===== src/rtl/mult2_accum.sv =====
// Operand feeder and product accumulator around an external combinational
// 2x2 multiplier: registers each accepted pair, sums COUNT products, hands off the total.
module mult2_accum #(
   parameter int ACC_W = 8,
   parameter int COUNT = 4
) (
   input  logic             clk,
   input  logic             rst_n,
   input  logic             in_valid,
   output logic             in_ready,
   input  logic [1:0]       in_a,
   input  logic [1:0]       in_b,
   output logic             mul_a0,
   output logic             mul_a1,
   output logic             mul_b0,
   output logic             mul_b1,
   input  logic             mul_m0,
   input  logic             mul_m1,
   input  logic             mul_m2,
   input  logic             mul_m3,
   output logic             out_valid,
   input  logic             out_ready,
   output logic [ACC_W-1:0] out_acc,
   output logic             out_ovf
);

   typedef enum logic {ST_ACC = 1'b0, ST_DONE = 1'b1} state_t;

   localparam logic [3:0] COUNT_L = 4'(COUNT);

   state_t           r_state;
   state_t           w_next;
   logic [1:0]       r_op_a;
   logic [1:0]       r_op_b;
   logic             r_pend;
   logic [3:0]       r_issued;
   logic [3:0]       r_done_cnt;
   logic [ACC_W-1:0] r_acc;
   logic             r_ovf;

   logic             w_accept;
   logic             w_release;
   logic             w_last;
   logic [3:0]       w_prod;
   logic [ACC_W:0]   w_sum;

   assign w_prod    = {mul_m3, mul_m2, mul_m1, mul_m0};
   // Extra top bit of the sum is the carry that feeds the sticky overflow flag.
   assign w_sum     = {1'b0, r_acc} + {{(ACC_W - 3){1'b0}}, w_prod};
   assign w_accept  = in_valid && in_ready;
   assign w_release = out_valid && out_ready;
   assign w_last    = r_pend && ((r_done_cnt + 4'd1) == COUNT_L);

   // NOTE: sequential state uses non-blocking assignments so every register
   // samples pre-edge values; combinational blocks use blocking with defaults.
   always_ff @(posedge clk or negedge rst_n) begin
      if (!rst_n) r_state <= ST_ACC;
      else        r_state <= w_next;
   end

   always_comb begin
      w_next = r_state;
      if (r_state == ST_ACC) begin
         if (w_last) w_next = ST_DONE;
      end else begin
         if (out_ready) w_next = ST_ACC;
      end
   end

   always_comb begin
      in_ready  = 1'b0;
      out_valid = 1'b0;
      if (r_state == ST_ACC) in_ready  = (r_issued < COUNT_L);
      else                   out_valid = 1'b1;
   end

   always_ff @(posedge clk or negedge rst_n) begin
      if (!rst_n) begin
         r_op_a     <= '0;
         r_op_b     <= '0;
         r_pend     <= 1'b0;
         r_issued   <= '0;
         r_done_cnt <= '0;
         r_acc      <= '0;
         r_ovf      <= 1'b0;
      end else if (w_release) begin
         r_pend     <= 1'b0;
         r_issued   <= '0;
         r_done_cnt <= '0;
         r_acc      <= '0;
         r_ovf      <= 1'b0;
      end else begin
         // Accept and accumulate may coincide: the add uses the product of the
         // pair already sitting in the operand registers.
         r_pend <= w_accept;
         if (w_accept) begin
            r_op_a   <= in_a;
            r_op_b   <= in_b;
            r_issued <= r_issued + 4'd1;
         end
         if (r_pend) begin
            r_acc      <= w_sum[ACC_W-1:0];
            r_ovf      <= r_ovf | w_sum[ACC_W];
            r_done_cnt <= r_done_cnt + 4'd1;
         end
      end
   end

   assign mul_a0  = r_op_a[0];
   assign mul_a1  = r_op_a[1];
   assign mul_b0  = r_op_b[0];
   assign mul_b1  = r_op_b[1];
   assign out_acc = r_acc;
   assign out_ovf = r_ovf;

endmodule


===== config.mk =====
export PLATFORM = sky130hd
export DESIGN_NAME = mult2_accum
export DESIGN_NICKNAME = d
export VERILOG_FILES = /design/src/rtl/mult2_accum.sv
export SDC_FILE = /design/constraint.sdc
export NUM_CORES = 1
export LEC_CHECK = 0
export CORE_ASPECT_RATIO = 0.5
export CORE_MARGIN = 4
export CORE_UTILIZATION = 39
export CTS_BUF_LIST = sky130_fd_sc_hd__clkbuf_8
export CTS_CLUSTER_DIAMETER = 200
export CTS_CLUSTER_SIZE = 14
export DETAILED_ROUTE_END_ITERATION = 8
export PLACE_DENSITY = 0.68
export SLEW_MARGIN = 20
export SYNTH_ARGS = -nofsm -noshare
export SYNTH_HDL_FRONTEND = slang
export SYNTH_SLANG_ARGS = --single-unit
export TNS_END_PERCENT = 30

===== constraint.sdc =====
create_clock -name clk -period 1.7 [get_ports clk]
set_input_delay 0.17 -clock clk [delete_from_list [all_inputs] [get_ports clk]]
set_output_delay 0.17 -clock clk [all_outputs]
set_load 0.01 [all_outputs]

== After elaboration in Yosys (flattened, before gate mapping) ==
Cells that the tools add are included.
Operators by class
  add/sub/neg operators: 3
  magnitude comparators: 1
  equal/unequal tests: 1
  mux-type cells: 14
  bitwise gates (word level): 2
  reductions and logical operators: 6
Operator list (number)
  4-bit two-way mux: 4
  8-bit two-way mux: 2
  8-bit by 4-bit adder with 9-bit output: 1
  4-bit by 1-bit adder with 4-bit output (second input constant): 2
  1-bit two-way mux: 8
  4-bit by 3-bit == test with 1-bit output (second input constant): 1
  4-bit by 3-bit < comparator with 1-bit output (second input constant): 1
  2-bit nonzero test: 2
  1-bit logical AND: 3
  2-bit AND reduction: 1
  1-bit inverter: 1
  1-bit bitwise OR: 1
Word-level totals
  register bits after elaboration: 23
  input port bits: 12
  output and inout bits: 15
  logic and storage cells: 35

== Longest topological paths before layout ==
  word-level depth: 5
  gate-level depth with buffers: 6
  gate-level depth less buffers: 6

== Worst setup path after synthesis ==
OpenSTA, ideal clock, no wires.
  path type: register to register
  from: register r_acc[0], in the netlist out_acc[0]
  to: register r_ovf, in the netlist out_ovf
  setup time: 0.119 ns
  data arrival time: 1.628 ns
  data required time: 1.581 ns
  setup slack: -0.047 ns
  stages on the path, launching flop included: 7
  buffers on the path: 0
  clock period less this slack: 1.747 ns
  cell sequence: dfrtp_1 > ha_1 > fa_1 > a21o_1 > a21oi_2 > nor3b_2 > o21a_1
Between the ends
  cells in the longest elaborated chain, start to end: 4
Ends and longest elaborated chain
  from (decl): line 38  | logic [ACC_W-1:0] r_acc;
  from (signal assigned): line 102  | r_acc <= w_sum[ACC_W-1:0];
  8-bit by 4-bit adder with 9-bit output: line 49  | assign w_sum = {1'b0, r_acc} + {{(ACC_W - 3){1'b0}}, w_prod};
  1-bit bitwise OR: line 103  | r_ovf <= r_ovf | w_sum[ACC_W];
  1-bit two-way mux: line 101  | if (r_pend) begin
  1-bit two-way mux: line 86  | end else if (w_release) begin
  to (signal assigned): line 103
  to (decl): line 39  | logic r_ovf;
Every way passes these cells. The select of a mux whose other input is x is not followed.
A chain may end at the register's enable or synchronous reset.

== Final worst setup path ==
Ends and elaborated chain as after synthesis.

==> reports/qor.yml <==
stdcell_count: 166
grt_max_degree: 24
syn_to_final_growth_pct: 35.58
wl_per_cell_um: 13.67
fp.coreArea_mm2: 0.002684
skew_ns: 0.005149
p_per_area_mw_per_mm2: 1682
hold_violations: 0
synth_area_leaders: "dfrtp_1 51%, ha_1 6.6%, mux2_1 4.0%"
syn_area_per_cell_um2: 11.92
synth_top_area_share_pct: 50.83
antenna_cells: 0
clock-sinks: 23
worstSetupPathType: "reg2reg"
yosys_warnings: 0
h-tree-depth: 1
num_rows: 13
cts_tree: "done"
yosysMostFrequentCell: "dfrtp_1"
relSlewSlack_pct: 75.37
synth_common_cells: "23 x dfrtp_1, 10 x nor2_1, 6 x ha_1"
die_area_mm2: 0.003882
syn-num-nets: 114
dp_cells: 161
worst_pin_slew_ns: 0.3694
worstSetupStartpointType: "register"
stdcell_area_mm2: 0.001535
post-place-ws_ns: -0.1786
start_util_pct: 42.19
slew_viol_final: 0
wl_um: 2270
worstHoldPathType: "in2async"
power.static_leakage_nw: 0.6495
ctsHoldBuffers: 0
grt_usage_pct: 13.49
fp.dieW_um: 84.20
nets: 149
cp-end-kind: "register"
ys_ff_latch: 23
fin_crit_sh_pct: 96.07
drcViolationCount: 0
status: "complete, no violations"
cts_buffer_depth: 2
synth_edf_count: 0
synth.distinct_cells: 33
period_needed_ns: 1.633
cp.arrival_ns: 1.80
yosysSeqAreaShare_pct: 50.83
hpwlAfterDp_um: 1717
rr_worst_depth: 6
drt-initial-drc-count: 37
cts.clk_slew.worst_paths_ns: 0.09
antenna_found_initial: 0
grt_pass1_wl_um: 3981
layout-drive-gt1-share_pct: 15.50
rsz0062_at_grt: "yes"
cp.required_ns: 1.86
r2r_slack_ns: 0.07
syn_area_mm2: 0.001132
r2r_end: "out_ovf$_DFFE_PN0P_"
gp_congestion: 0.7567
finish.utilization_pct: 57.20
grt_pass1_vias: 852
num_vias: 821
reg2reg_from: "out_acc[0]$_DFFE_PN0P_"
worst_slack_ns: 0.06676
grt_overflow: 0
die_h_um: 46.10
place_area_mm2: 0.001465
cap_violations: 0
cts_buffers: 3
n_fill_cell: 239
final_antenna_net_count: 0
ios: 27
port_buffers: 26
max-vdd-ir-drop_uv: 794.5
cts_root_buf: "clkbuf_8"
ys.flop_type: "dfrtp_1"
crit_fanout: 5
insertion_delay_ns: 0.27
vias_per_cell: 4.946
synth_area_leader_cell: "dfrtp_1"
async_flop_share_pct: 100.0
clock.fmax_ghz: 0.6123
setup_violations: 0
drt_pass1_iterations: 4
synthCells: 95
## power breakdown
| part | internal (W) | switching, W |
|---|---|---|
| combinational | 0.000701 | 0.000546 |
| clock | 0.000166 | 0.000187 |
| sequential | 0.000780 | 0.000202 |
| total | 0.00165 | 0.000935 |
## logic make-up (layout without fill, tap and decap cells)
family,Yosys count,after routing,share of synthesized area [%]
muxes,8,8,7.514
DFF,23,23,50.83
AOI/OAI and AO/OA,22,22,14.59
buffers and inverters,5,39,3.093
adders and majority gates,7,7,8.398
and+or+nand+nor,25,25,11.71
xor gates and xnor gates,5,5,3.868
## how the worst max path moves through the flow
stage | end | start | slack (ns)
finish | out_ovf$_DFFE_PN0P_ | out_acc[0]$_DFFE_PN0P_ | 0.07
global route | out_acc[6]$_DFFE_PN0P_ | out_acc[0]$_DFFE_PN0P_ | -0.01
CTS | out_ovf$_DFFE_PN0P_ | out_acc[0]$_DFFE_PN0P_ | 0.02
detailed placement | out_acc[6]$_DFFE_PN0P_ | mul_m0 | -0.18
global placement | out_ovf$_DFFE_PN0P_ | mul_m0 | -0.14
floorplan | out_ovf$_DFFE_PN0P_ | out_acc[0]$_DFFE_PN0P_ | 0.05
## flip-flops by register name, summed over array words and instances (netlist names)
register    cells
r_state         1
out_ovf         1
r_op_a          2
out_acc         8
r_issued        4
r_done_cnt      4
r_op_b          2
r_pend          1
## stage by stage
| stage | TNS (ns) | total power, W | hold slack [ns] |
|---|---|---|---|
| 2_1_floorplan | 0 | 0.001665 | -0.1256 |
| 3_3_place_gp | -0.6434 | 0.002161 | 0.4682 |
| 3_5_place_dp | -0.8567 | 0.002204 | 0.4712 |
| 4_1_cts | 0 | 0.002555 | 0.2545 |
| 5_1_grt | -0.01501 | 0.002793 | 0.2717 |
| 6_report | 0 | 0.002582 | 0.2444 |
## layout by cell type (no fill, tap or decap), drive strengths merged, types with 2 or more instances in the layout
master,netlist,routed
a211o,2,2
a211oi,2,2
a21o,2,2
a21oi,6,6
and2,3,3
buf,4,8
clkbuf,0,3
clkdlybuf4s50,0,25
dfrtp,23,23
ha,6,6
mux2,4,4
mux2i,4,4
nand2,3,3
nand2b,2,2
nor2,10,10
o21a,2,2
o21ai,3,3
or3,3,3
xnor2,3,3
xor2,2,2
## per-layer routing
layer | wire (um) | global-route usage (%) | vias up
met4 | 19 | 4.808 | 0
met1 | 1070 | 16.95 | 398
met5 | 0 | 0 | -
met2 | 1100 | 23.20 | 13
li1 | - | - | 406
met3 | 79 | 3.571 | 4
## final cells by class
class / count / area (um2) / area share (%)
clock buffer: 3 / 41.29 / 2.689
clock inverter: 1 / 7.507 / 0.4890
inverter: 1 / 3.754 / 0.2445
multi-input combinational: 67 / 541.8 / 35.29
sequential: 23 / 575.6 / 37.49
tap: 37 / 46.29 / 3.015
timing repair buffer: 34 / 319.1 / 20.78
## worst max-delay path: stages, from the launching register on
cell	delay (ns)
dfrtp_1	0.39
ha_2	0.18
fa_2	0.34
a21o_1	0.20
a21oi_4	0.19
nor3b_2	0.06
o21a_1	0.17
## repair_timing
item,4_1_cts,5_1_grt
buffers inserted,0,1
endpoints found under the setup margin,1,5
gates resized for setup,1,3
pin swaps,0,3
(Power assumes the default switching activity.)
